--- config.mk ---
export PLATFORM = sky130hd
export DESIGN_NAME = wf68k30l_prefetch_queue
export DESIGN_NICKNAME = d
export VERILOG_FILES = /design/src/rtl/wf68k30l_prefetch_queue.sv
export SDC_FILE = /design/constraint.sdc
export NUM_CORES = 1
export LEC_CHECK = 0
export ABC_AREA = 1
export CORE_ASPECT_RATIO = 1.1
export CORE_MARGIN = 3
export CORE_UTILIZATION = 55
export DETAILED_ROUTE_END_ITERATION = 8
export HOLD_SLACK_MARGIN = 0.02
export MAX_ROUTING_LAYER = met4
export PLACE_DENSITY = 0.82
export SETUP_SLACK_MARGIN = 0.3
export SYNTH_ARGS = -nofsm -noshare
export SYNTH_HDL_FRONTEND = slang
export SYNTH_SLANG_ARGS = --single-unit
--- constraint.sdc ---
create_clock -name clk -period 5.08 [get_ports clk]
set_clock_uncertainty 0.1 [all_clocks]
set_input_delay 1.016 -clock clk [delete_from_list [all_inputs] [get_ports clk]]
set_output_delay 1.016 -clock clk [all_outputs]
set_load 0.03 [all_outputs]
--- src/rtl/wf68k30l_prefetch_queue.sv ---
// Instruction prefetch queue: long-word bus fetches fill a circular buffer of
// 16-bit words that the decoder drains as operation or extension words.
module wf68k30l_prefetch_queue #(
    parameter int DEPTH = 8,
    parameter int ADR_W = 32
) (
    input  logic                    clk,
    input  logic                    reset,
    input  logic                    flush,
    input  logic [ADR_W-1:0]        flush_adr,
    output logic                    bus_req,
    output logic [ADR_W-1:0]        bus_adr,
    input  logic                    bus_ack,
    input  logic [31:0]             bus_data,
    input  logic                    bus_err,
    input  logic                    ow_req,
    output logic                    ow_rdy,
    output logic [15:0]             ow_data,
    output logic [ADR_W-1:0]        ow_pc,
    input  logic                    ew_req,
    input  logic                    ew_long,
    output logic                    ew_ack,
    output logic [31:0]             ew_data,
    output logic [$clog2(DEPTH):0]  level,
    output logic                    fault
);
    localparam int AW = $clog2(DEPTH);
    localparam logic [AW:0] CAP  = (AW+1)'(DEPTH);
    localparam logic [AW:0] ZERO = '0;
    localparam logic [AW:0] ONE  = (AW+1)'(1);
    localparam logic [AW:0] TWO  = (AW+1)'(2);

    typedef enum logic [1:0] {IDLE, REQ, DISCARD, HALT} state_t;

    state_t            state;
    logic [15:0]       mem [DEPTH];
    logic [AW-1:0]     rd_ptr, wr_ptr, rd_ptr1, wr_ptr1;
    logic [ADR_W-1:1]  fetch_pc;
    logic              run;
    logic [AW:0]       free, need, n_push, n_pop;
    logic              push;
    logic              unused_adr0;

    assign unused_adr0 = flush_adr[0];
    assign rd_ptr1 = rd_ptr + 1'b1;
    assign wr_ptr1 = wr_ptr + 1'b1;
    assign free    = CAP - level;
    // A fetch PC in the upper word of a long only yields one useful word.
    assign need    = fetch_pc[1] ? ONE : TWO;

    assign ow_rdy  = (level != ZERO) && !ew_req && !flush;
    assign ew_ack  = ew_req && !flush && (level >= (ew_long ? TWO : ONE));
    assign ow_data = mem[rd_ptr];
    assign ew_data = ew_long ? {mem[rd_ptr], mem[rd_ptr1]} : {16'h0000, mem[rd_ptr]};
    assign push    = (state == REQ) && bus_ack && !flush;

    always_comb begin
        n_pop  = ZERO;
        n_push = ZERO;
        if (ew_ack)
            n_pop = ew_long ? TWO : ONE;
        else if (ow_req && ow_rdy)
            n_pop = ONE;
        if (push)
            n_push = need;
    end

    always_ff @(posedge clk) begin
        if (push) begin
            if (fetch_pc[1]) begin
                mem[wr_ptr] <= bus_data[15:0];
            end else begin
                mem[wr_ptr]  <= bus_data[31:16];
                mem[wr_ptr1] <= bus_data[15:0];
            end
        end
    end

    always_ff @(posedge clk or posedge reset) begin
        if (reset) begin
            state    <= IDLE;
            bus_req  <= 1'b0;
            bus_adr  <= '0;
            rd_ptr   <= '0;
            wr_ptr   <= '0;
            level    <= '0;
            fetch_pc <= '0;
            ow_pc    <= '0;
            run      <= 1'b0;
            fault    <= 1'b0;
        end else begin
            if (flush) begin
                rd_ptr   <= '0;
                wr_ptr   <= '0;
                level    <= '0;
                fetch_pc <= flush_adr[ADR_W-1:1];
                ow_pc    <= {flush_adr[ADR_W-1:1], 1'b0};
                fault    <= 1'b0;
                run      <= 1'b1;
            end else begin
                rd_ptr <= rd_ptr + n_pop[AW-1:0];
                wr_ptr <= wr_ptr + n_push[AW-1:0];
                level  <= level + n_push - n_pop;
                ow_pc  <= ow_pc + ADR_W'({n_pop, 1'b0});
                if (push)
                    fetch_pc <= {fetch_pc[ADR_W-1:2] + 1'b1, 1'b0};
                if (state == REQ && bus_err && !bus_ack)
                    fault <= 1'b1;
            end

            // Flush never cancels a bus cycle already started; it is drained in DISCARD.
            case (state)
                IDLE: if (run && !flush && free >= need) begin
                    state   <= REQ;
                    bus_req <= 1'b1;
                    bus_adr <= {fetch_pc[ADR_W-1:2], 2'b00};
                end
                REQ: if (bus_ack || bus_err) begin
                    bus_req <= 1'b0;
                    state   <= (flush || bus_ack) ? IDLE : HALT;
                end else if (flush) begin
                    state <= DISCARD;
                end
                DISCARD: if (bus_ack || bus_err) begin
                    bus_req <= 1'b0;
                    state   <= IDLE;
                end
                HALT: if (flush) state <= IDLE;
                default: state <= IDLE;
            endcase
        end
    end
endmodule

==> results of run 1 <==
==> cells in the mapped netlist, types with 3 or more instances <==
cell type    n  area [um2]
buf_1        9        33.8
ha_1        24         300
nor2_2       9        56.3
xor2_1      12         105
fa_1         5         100
buf_2       20         100
a21oi_1     59         295
o211ai_1   102         766
inv_2        9        33.8
inv_1      198         743
nor2_4       3        33.8
buf_4        6        45.0
nor3_1      10        50.1
edfxtp_1   128        3840
nand3_1     84         420
nand2_1    554        2080
buf_6       25         282
nor2_1     114         428
o22ai_1      6        37.5
clkbuf_1    42         158
nand3b_1    11        82.6
nor2_8       3        60.1
o21ai_1    221        1110
o21ai_4     13         211
nand2_4     18         203
dfrtp_1    107        2680
o21ai_2      3        26.3
o21ai_0     64         320
xnor2_1      3        26.3
nand4_1     10        62.6
nand2_2      7        43.8
==> kinds of logic after synthesis <==
family | after synthesis
simple gates | 826
compound gates | 481
buf+inv | 314
flops | 235
fa+ha+maj | 29
xor+xnor | 15
other cells | 1
==> critical path, stage by stage (launching register included) <==
cell	delay, ns
dfrtp_1	0.75
ha_1	0.31
xor2_2	0.59
buf_4	0.34
o211ai_1	0.14
o21ai_1	0.15
clkdlybuf4s50_1	0.71
==> worst paths after layout <==
kind / startpoint / slack (ns) / cells after the start / endpoint
worst max-delay path: rd_ptr[1] / 0.44 / 6 / ew_data[12]
worst min-delay path: run / 0.38 / 2 / run
worst max register to register: state[1] / 1.75 / 13 / level[2]
worst min register to register: run / 0.38 / 2 / run
max in group asynchronous: reset / 3.16 / 3 / ow_pc[22]
min in group asynchronous: reset / 0.89 / 2 / bus_adr[2]
==> routing by layer <==
layer	part of all wire (%)	wire length [um]	global-route usage (%)
met4	4.9	2240	14.8
met3	7.9	3570	3.49
met5	0	0	-
met2	51	23000	55.7
met1	37	16600	35.9
==> state kept, by name, summed over array words and instances (netlist names) <==
register and flops:
bus_adr 30, bus_req 1, fault 1, fetch_pc 31, level 4, mem 128, ow_pc 31, rd_ptr 3
run 1, state 2, wr_ptr 3
==> stage by stage <==
step / util [%] / hold WS (ns)
floorplan: - / 0.323
global placement: 63.5 / 0.335
detailed placement: 63.5 / 0.341
CTS: 66.6 / 0.375
global route: 66.6 / 0.399
finish: 66.6 / 0.378
==> timing repair <==
| item | CTS | global route |
|---|---|---|
| endpoints found under the hold margin | 0 | 0 |
| resized for setup | 0 | 4 |
| endpoints found under the setup margin | 0 | 9 |
==> power breakdown <==
group          switching (uW)  internal [uW]  total, uW
logic                    2340           1290       3630
registers                 265           2320       2590
clock network             759           1050       1810
total                    3370           4660       8020
==> final cells by class <==
cell class | instances | area share [%]
inverters | 210 | 4.57
clock inverters | 5 | 0.321
flip-flops and latches | 235 | 37.1
repair buffers | 212 | 11.5
clock buffers | 40 | 4.25
well taps | 352 | 2.51
multi-input cells | 1354 | 39.7
==> reports/qor.txt, run 1 <==
status: complete, no violations
synthesized flop and latch total: 235
overall power: 8020 uW
Ys Warns: 0
crit path DAT: 3.52 ns
worst endpoint required time: 3.96 ns
first-pass GRT wire length: 69.9 mm
drt pass-1 iters: 6
most common cell after layout, fill and taps aside: nand2_1
Vias per Instance: 5.72
pwr dens: 457 nW/um2
Final period util: 91.3%
synthesized area per cell: 7.85 um2
CTS Hold Bufs: 0
Slew Viols, Final: 0
post-synthesis mux area share: 0%
count of final setup violators: 0
Peak VDD IR: 0.401 mV
CTS root buffer: clkbuf_16
pre-CTS setup slack: 0.742 ns
H-tree depth: 1
measured slew at the worst slew-check pin: 1.11 ns
vias: 13.8k
clk_lat worst skew: 0.53 ns
TritonCTS clock tree: yes
antenna-violating nets left: 0
Die X-Extent: 163 um
Multi-input gate area: 6970 um2
Num CTS Buffers: 25
Worst Setup Slack, final: 0.441 ns
Post-Syn Area: 14900 um2
initial antenna violation count: 0
# Post-CTS Setup Buffers: 0
compound-gate portion of the synthesized area: 19.2%
Seq. cell area: 6530 um2
number of global-route vias before repair: 13.3k
num rows: 62
I/O pins: 192
Port-buffer cells: 187
commonest non-fill, non-tap cells in the layout: 554 x nand2_1, 225 x o21ai_1, 196 x inv_1
Die Ht: 179 um
cell count after synthesis: 1901
WL/cell: 18.9 um
drt initial violations: 1450
Rel. slew slack: 26.3%
Worst Hold Class: flip-flop to flip-flop
sequential fraction of the synthesis area: 43.7%
pin count of the biggest net entering global routing: 85
dpl cell area: 16800 um2
die area: 29100 um2
clock buffer depth: 3
total core area: 26400 um2
Final min period: 4.64 ns
Worst-path clk slew: 0.06 ns
DRC errors left: 0
FFs w/ async S/R, synth: 45.5%
CTS sink cnt: 235
area delta synth->final: 17.7%
Worst Setup Path Type: flip-flop to output pin
Post-Synth XOR/XNOR Area: 0.881%
final hold vios: 0
post-route cell area: 17600 um2
TNS Setup: 0 ns
GR Util All Layers: 31.5%
fillcell total: 2162
main combinational cell family by area after synthesis: simple AND/OR/NAND/NOR gates
CP Capture Type: output pin
Starting Density: 56.6%
post-synthesis adder-cell area fraction: 2.68%
Ant. Diodes: 0
Non-Filler Instances: 2408
Routed WL: 45.4 mm
Routability Congestion: 0.977
simple-gate share of the synthesized area: 23.8%
Max-Cap Viols: 0
Max Clk Rate: 0.216 GHz
global route total overflow: 0
placed wire-length estimate: 31.9 mm
Leakage: 0.00766 uW
layout cells sized above 1: 7.44%
Worst setup SP type: flip-flop
CP Max Fanout: 14
number of flops mapped to enable cells by yosys: 128
RSZ-0062 raised after global routing: false
Final #Nets: 2139
placed cells: 2363
Post-synth top flop: edfxtp_1
synth unique cells: 46
Note: power is estimated with default switching activity, not from simulation.
==> run 2, diff against run 1 <==
--- a/config.mk
+++ b/config.mk
@@ -8,11 +8,11 @@
 export ABC_AREA = 1
 export CORE_ASPECT_RATIO = 1.1
 export CORE_MARGIN = 3
-export CORE_UTILIZATION = 55
+export CORE_UTILIZATION = 25
 export DETAILED_ROUTE_END_ITERATION = 8
 export HOLD_SLACK_MARGIN = 0.02
 export MAX_ROUTING_LAYER = met4
-export PLACE_DENSITY = 0.82
+export PLACE_DENSITY = 0.45
 export SETUP_SLACK_MARGIN = 0.3
 export SYNTH_ARGS = -nofsm -noshare
 export SYNTH_HDL_FRONTEND = slang
==> run 2 against run 1 <==
Net effect: worst setup slack improved by 0.083 ns; critical endpoint is now ew_data[0]; clock power rose by 13%; count of clock-buffer cells in the layout rose by 7; first-iteration DRC count fell by 44%; combinational power rose by 3%; non-clock buffer count rose by 9; critical path depth did not move; flip-flop and latch count did not move; register-to-register slack improved by 0.08 ns.
==> reports/qor.txt, run 2 (synthesis gave the netlist of run 1 again) <==
Num CTS Buffers: 29
first-pass GRT wire length: 80.0 mm
Die Ht: 262 um
Critical Path Max Stage Delay: 0.78 ns
Starting Density: 25.4%
drt pass-1 iters: 5
Worst path slowest cell: clkdlybuf4s50_1
Die X-Extent: 239 um
Final min period: 4.56 ns
Sw Pwr: 3530 uW
num rows: 93
Reg power frac: 30.8%
Final period util: 89.7%
Max-Cap Viols: 0
total core area: 58800 um2
Peak VDD IR: 0.260 mV
Final #Nets: 2152
number of global-route vias before repair: 13.2k
vias: 13.4k
placed cells: 2780
commonest non-fill, non-tap cells in the layout: 554 x nand2_1, 225 x o21ai_1, 197 x inv_1
pin count of the biggest net entering global routing: 62
Worst Setup Slack, final: 0.524 ns
initial antenna violation count: 2
switching share of total power: 42.2%
worst endpoint required time: 3.96 ns
Non-Filler Instances: 2836
DRC errors left: 0
WL/cell: 18.8 um
Max Clk Rate: 0.219 GHz
count of final setup violators: 0
pre-CTS setup slack: 0.684 ns
H-tree depth: 1
most common cell after layout, fill and taps aside: nand2_1
pwr dens: 457 nW/um2
die area: 62700 um2
Largest register FFs: 128
drt initial violations: 810
crit-path cells: buf_6 -> o211ai_1 -> nand3_1 -> o21ai_1 -> o21ai_1 -> clkdlybuf4s50_1
CTS root buffer: clkbuf_16
overall power: 8360 uW
clock buffer depth: 3
CTS sink cnt: 235
CP Launch Point: rd_ptr[0]
layout cells sized above 1: 7.96%
Worst Setup Path Type: flip-flop to output pin
Worst-path clk slew: 0.06 ns
min-delay src: run
final hold vios: 0
Port-buffer cells: 187
Worst R2R Start: level[0]
Slew Viols, Final: 0
clock share of power: 24.4%
measured slew at the worst slew-check pin: 0.855 ns
area delta synth->final: 22.5%
Rel. slew slack: 43.0%
Leakage: 0.00777 uW
fillcell total: 6269
RSZ-0062 raised after global routing: false
status: complete, no violations
I/O pins: 192
Combinational Power Share: 44.8%
GR Util All Layers: 17.1%
final core occ: 31.1%
CP Max Fanout: 59
Worst Hold Class: flip-flop to flip-flop
antenna-violating nets left: 0
Routed WL: 53.2 mm
register with the most flip-flops: mem
TNS Setup: 0 ns
Vias per Instance: 4.73
Worst setup SP type: flip-flop
crit path DAT: 3.44 ns
Routability Congestion: 0.842
placed wire-length estimate: 38.0 mm
largest registers: mem x128, fetch_pc x31, ow_pc x31
TritonCTS clock tree: yes
global route total overflow: 0
cell-internal power: 4830 uW
cell mode on critical path: o21ai_1
clk_lat worst skew: 0.57 ns
CP Capture Type: output pin
[run 2: worst paths after layout]
path | to | slack (ns) | cells past startpoint
setup / recovery | ew_data[0] | 0.52 | 6
hold reg to reg | run | 0.35 | 2
min in group asynchronous | bus_adr[12] | 0.84 | 2
setup reg to reg | ow_pc[31] | 1.83 | 21
hold / removal | run | 0.35 | 2
max in group asynchronous | rd_ptr[0] | 3.20 | 3
[run 2: cell type report]
class	count	area, um2	share of cell area, %
Timing Repair Buffer	221	2120	11.6
Clock buffer	47	855	4.67
Inverter	210	798	4.37
Multi-Input combinational cell	1354	6970	38.1
Sequential cell	235	6530	35.7
Clock inverter	6	61.3	0.335
Antenna cell	3	7.51	0.0411
Tap cell	760	951	5.20
[run 2: timing repair]
action                                 in CTS  in global routing
resized for setup                           0                  3
setup endpoints to repair                   0                  2
setup buffers                               0                  0
endpoints found under the hold margin       0                  0
hold buffers                                0                  0
[run 2: worst max-delay path: cells and delay by family, from the launching register on]
| kind | cells | cell delay [ns] |
|---|---|---|
| AO/OA/AOI/OAI | 3 | 0.88 |
| buffers and inverters | 2 | 1.20 |
| flip-flops | 1 | 0.64 |
| AND/OR/NAND/NOR | 1 | 0.11 |
[run 2: routing by layer]
metal / wire, um / GRT usage (%) / up-vias
met5: 0 / - / -
met2: 27600 / 31.0 / 331
li1: - / - / 6654
met1: 22200 / 19.8 / 6361
met4: 1190 / 4.25 / 0
met3: 2310 / 2.16 / 71
[run 2: per-stage QoR]
stage | instance area [um2] | hold slack (ns)
floorplan | 14900 | 0.323
global placement | 17400 | 0.334
detailed placement | 17400 | 0.342
CTS | 18300 | 0.357
global route | 18300 | 0.394
finish | 18300 | 0.352
[run 2: power by group through the flow]
stage | clock network [uW] | logic (uW) | registers, uW
5_1_grt | 2180 | 4110 | 2610
2_1_floorplan | 0 | 2150 | 2810
3_3_place_gp | 0 | 3730 | 2610
4_1_cts | 2100 | 3790 | 2580
6_report | 2040 | 3740 | 2580
3_5_place_dp | 0 | 3770 | 2610
==> run 3, diff against run 2 <==
==> constraint.sdc (replaced) <==
create_clock -name clk -period 5.76 [get_ports clk]
set_clock_uncertainty 0.1 [all_clocks]
set_input_delay 1.152 -clock clk [delete_from_list [all_inputs] [get_ports clk]]
set_output_delay 1.152 -clock clk [all_outputs]
set_load 0.03 [all_outputs]
==> run 3 against run 2 <==
Net effect: die area stayed put; sequential share of layout area hardly changed; count of clock-buffer cells in the layout is 5 lower; final cell count is 0.25% lower; critical path depth is 1 higher; via count is 0.16% higher; highest routed layer unchanged; non-clock buffer count is 9 lower; largest cell class unchanged.
==> reports/qor.txt, run 3 (synthesis gave the netlist of run 1 again) <==
status: complete, no violations
worst hold slack: 0.356 ns
register with the most flip-flops: mem
antenna-violating nets left: 0
Worst Setup Slack, final: 0.727 ns
num rows: 93
CTS Hold Bufs: 0
measured slew at the worst slew-check pin: 0.949 ns
GR Util All Layers: 17.2%
Slew Viols, Final: 0
CP Capture Type: output pin
pin count of the biggest net entering global routing: 75
Worst Setup Path Type: flip-flop to output pin
Worst setup SP type: flip-flop
most common cell after layout, fill and taps aside: nand2_1
Routed WL: 53.5 mm
count of final setup violators: 0
first-pass GRT wire length: 80.5 mm
PostCTS Resize Cnt: 0
Die Ht: 262 um
met2 Use GR: 30.2%
Num CTS Buffers: 30
TritonCTS clock tree: yes
worst endpoint required time: 4.51 ns
crit path DAT: 3.78 ns
Worst-path clk slew: 0.06 ns
Max Clk Rate: 0.199 GHz
die area: 62700 um2
Peak VDD IR: 0.244 mV
dpl cell area: 17300 um2
Final min period: 5.03 ns
final core occ: 31.1%
Port-buffer cells: 187
placed wire-length estimate: 37.1 mm
Routability Congestion: 0.877
clock buffer depth: 3
Largest register FFs: 128
layout cells sized above 1: 7.84%
Most Used Layer, Global Route: met2
number of global-route vias before repair: 13.0k
met1 usage: 20.5%
TNS Setup: 0 ns
post-route cell area: 18300 um2
CTS sink cnt: 235
vias: 13.4k
drt initial violations: 825
final hold vios: 0
Vias per Instance: 4.75
WL/cell: 18.9 um
commonest non-fill, non-tap cells in the layout: 554 x nand2_1, 225 x o21ai_1, 197 x inv_1
clk_lat worst skew: 0.61 ns
DRC errors left: 0
CTS root buffer: clkbuf_16
global route total overflow: 0
Rel. slew slack: 36.7%
initial antenna violation count: 2
drt pass-1 iters: 5
largest registers: mem x128, fetch_pc x31, ow_pc x31
Die X-Extent: 239 um
Leakage: 0.00775 uW
area delta synth->final: 22.4%
Max-Cap Viols: 0
pre-CTS setup slack: 0.926 ns
Worst Hold Class: flip-flop to flip-flop
Starting Density: 25.4%
# Post-CTS Setup Buffers: 0
I/O pins: 192
Final #Nets: 2144
pwr dens: 406 nW/um2
H-tree depth: 1
GR Util met3: 2.18%
total core area: 58800 um2
Final period util: 87.4%
CP Max Fanout: 74
RSZ-0062 raised after global routing: false
[run 3: layout make-up]
| class | instances | area [um2] |
|---|---|---|
| Antenna cell | 2 | 5.00 |
| Clock buffer | 42 | 867 |
| Clock inverter | 14 | 123 |
| Fill cell | 6262 | 40500 |
| Inverter | 210 | 796 |
| Multi-Input combinational cell | 1354 | 6970 |
| Sequential cell | 235 | 6530 |
| Tap cell | 760 | 951 |
| Timing Repair Buffer | 212 | 2020 |
[run 3: metal layers]
layer	part of all wire, %	vias to the layer above
li1	-	6628
met1	42	6388
met2	51	354
met3	4.6	68
met4	2.8	0
met5	0	-
[run 3: where the power goes]
part | internal [uW] | total [uW] | switching (uW)
registers | 2050 | 2250 | 200
logic | 1120 | 3280 | 2150
clock network | 1090 | 1880 | 790
[run 3: final timing paths]
kind	slack [ns]	startpoint	endpoint	depth (start not counted)
worst max-delay path	0.73	rd_ptr[0]	ew_data[12]	7
worst min-delay path	0.36	run	run	2
worst max register to register	2.39	level[0]	ow_pc[31]	19
worst min register to register	0.36	run	run	2
max in group asynchronous	3.63	reset	rd_ptr[0]	3
min in group asynchronous	0.89	reset	bus_adr[3]	2
[run 3: critical path: stages, from the launching register on]
cell and delay, ns:
dfrtp_4 0.44, buf_4 0.46, buf_4 0.70, o211ai_1 0.22, nand3_1 0.18, o21ai_1 0.18
o21ai_1 0.28, clkdlybuf4s50_1 0.73
[run 3: per-stage QoR]
step / std cells / total power [uW]
floorplan: 1903 / 4380
global placement: 2771 / 5540
detailed placement: 2771 / 5590
CTS: 2827 / 7500
global route: 2829 / 7890
finish: 2829 / 7410
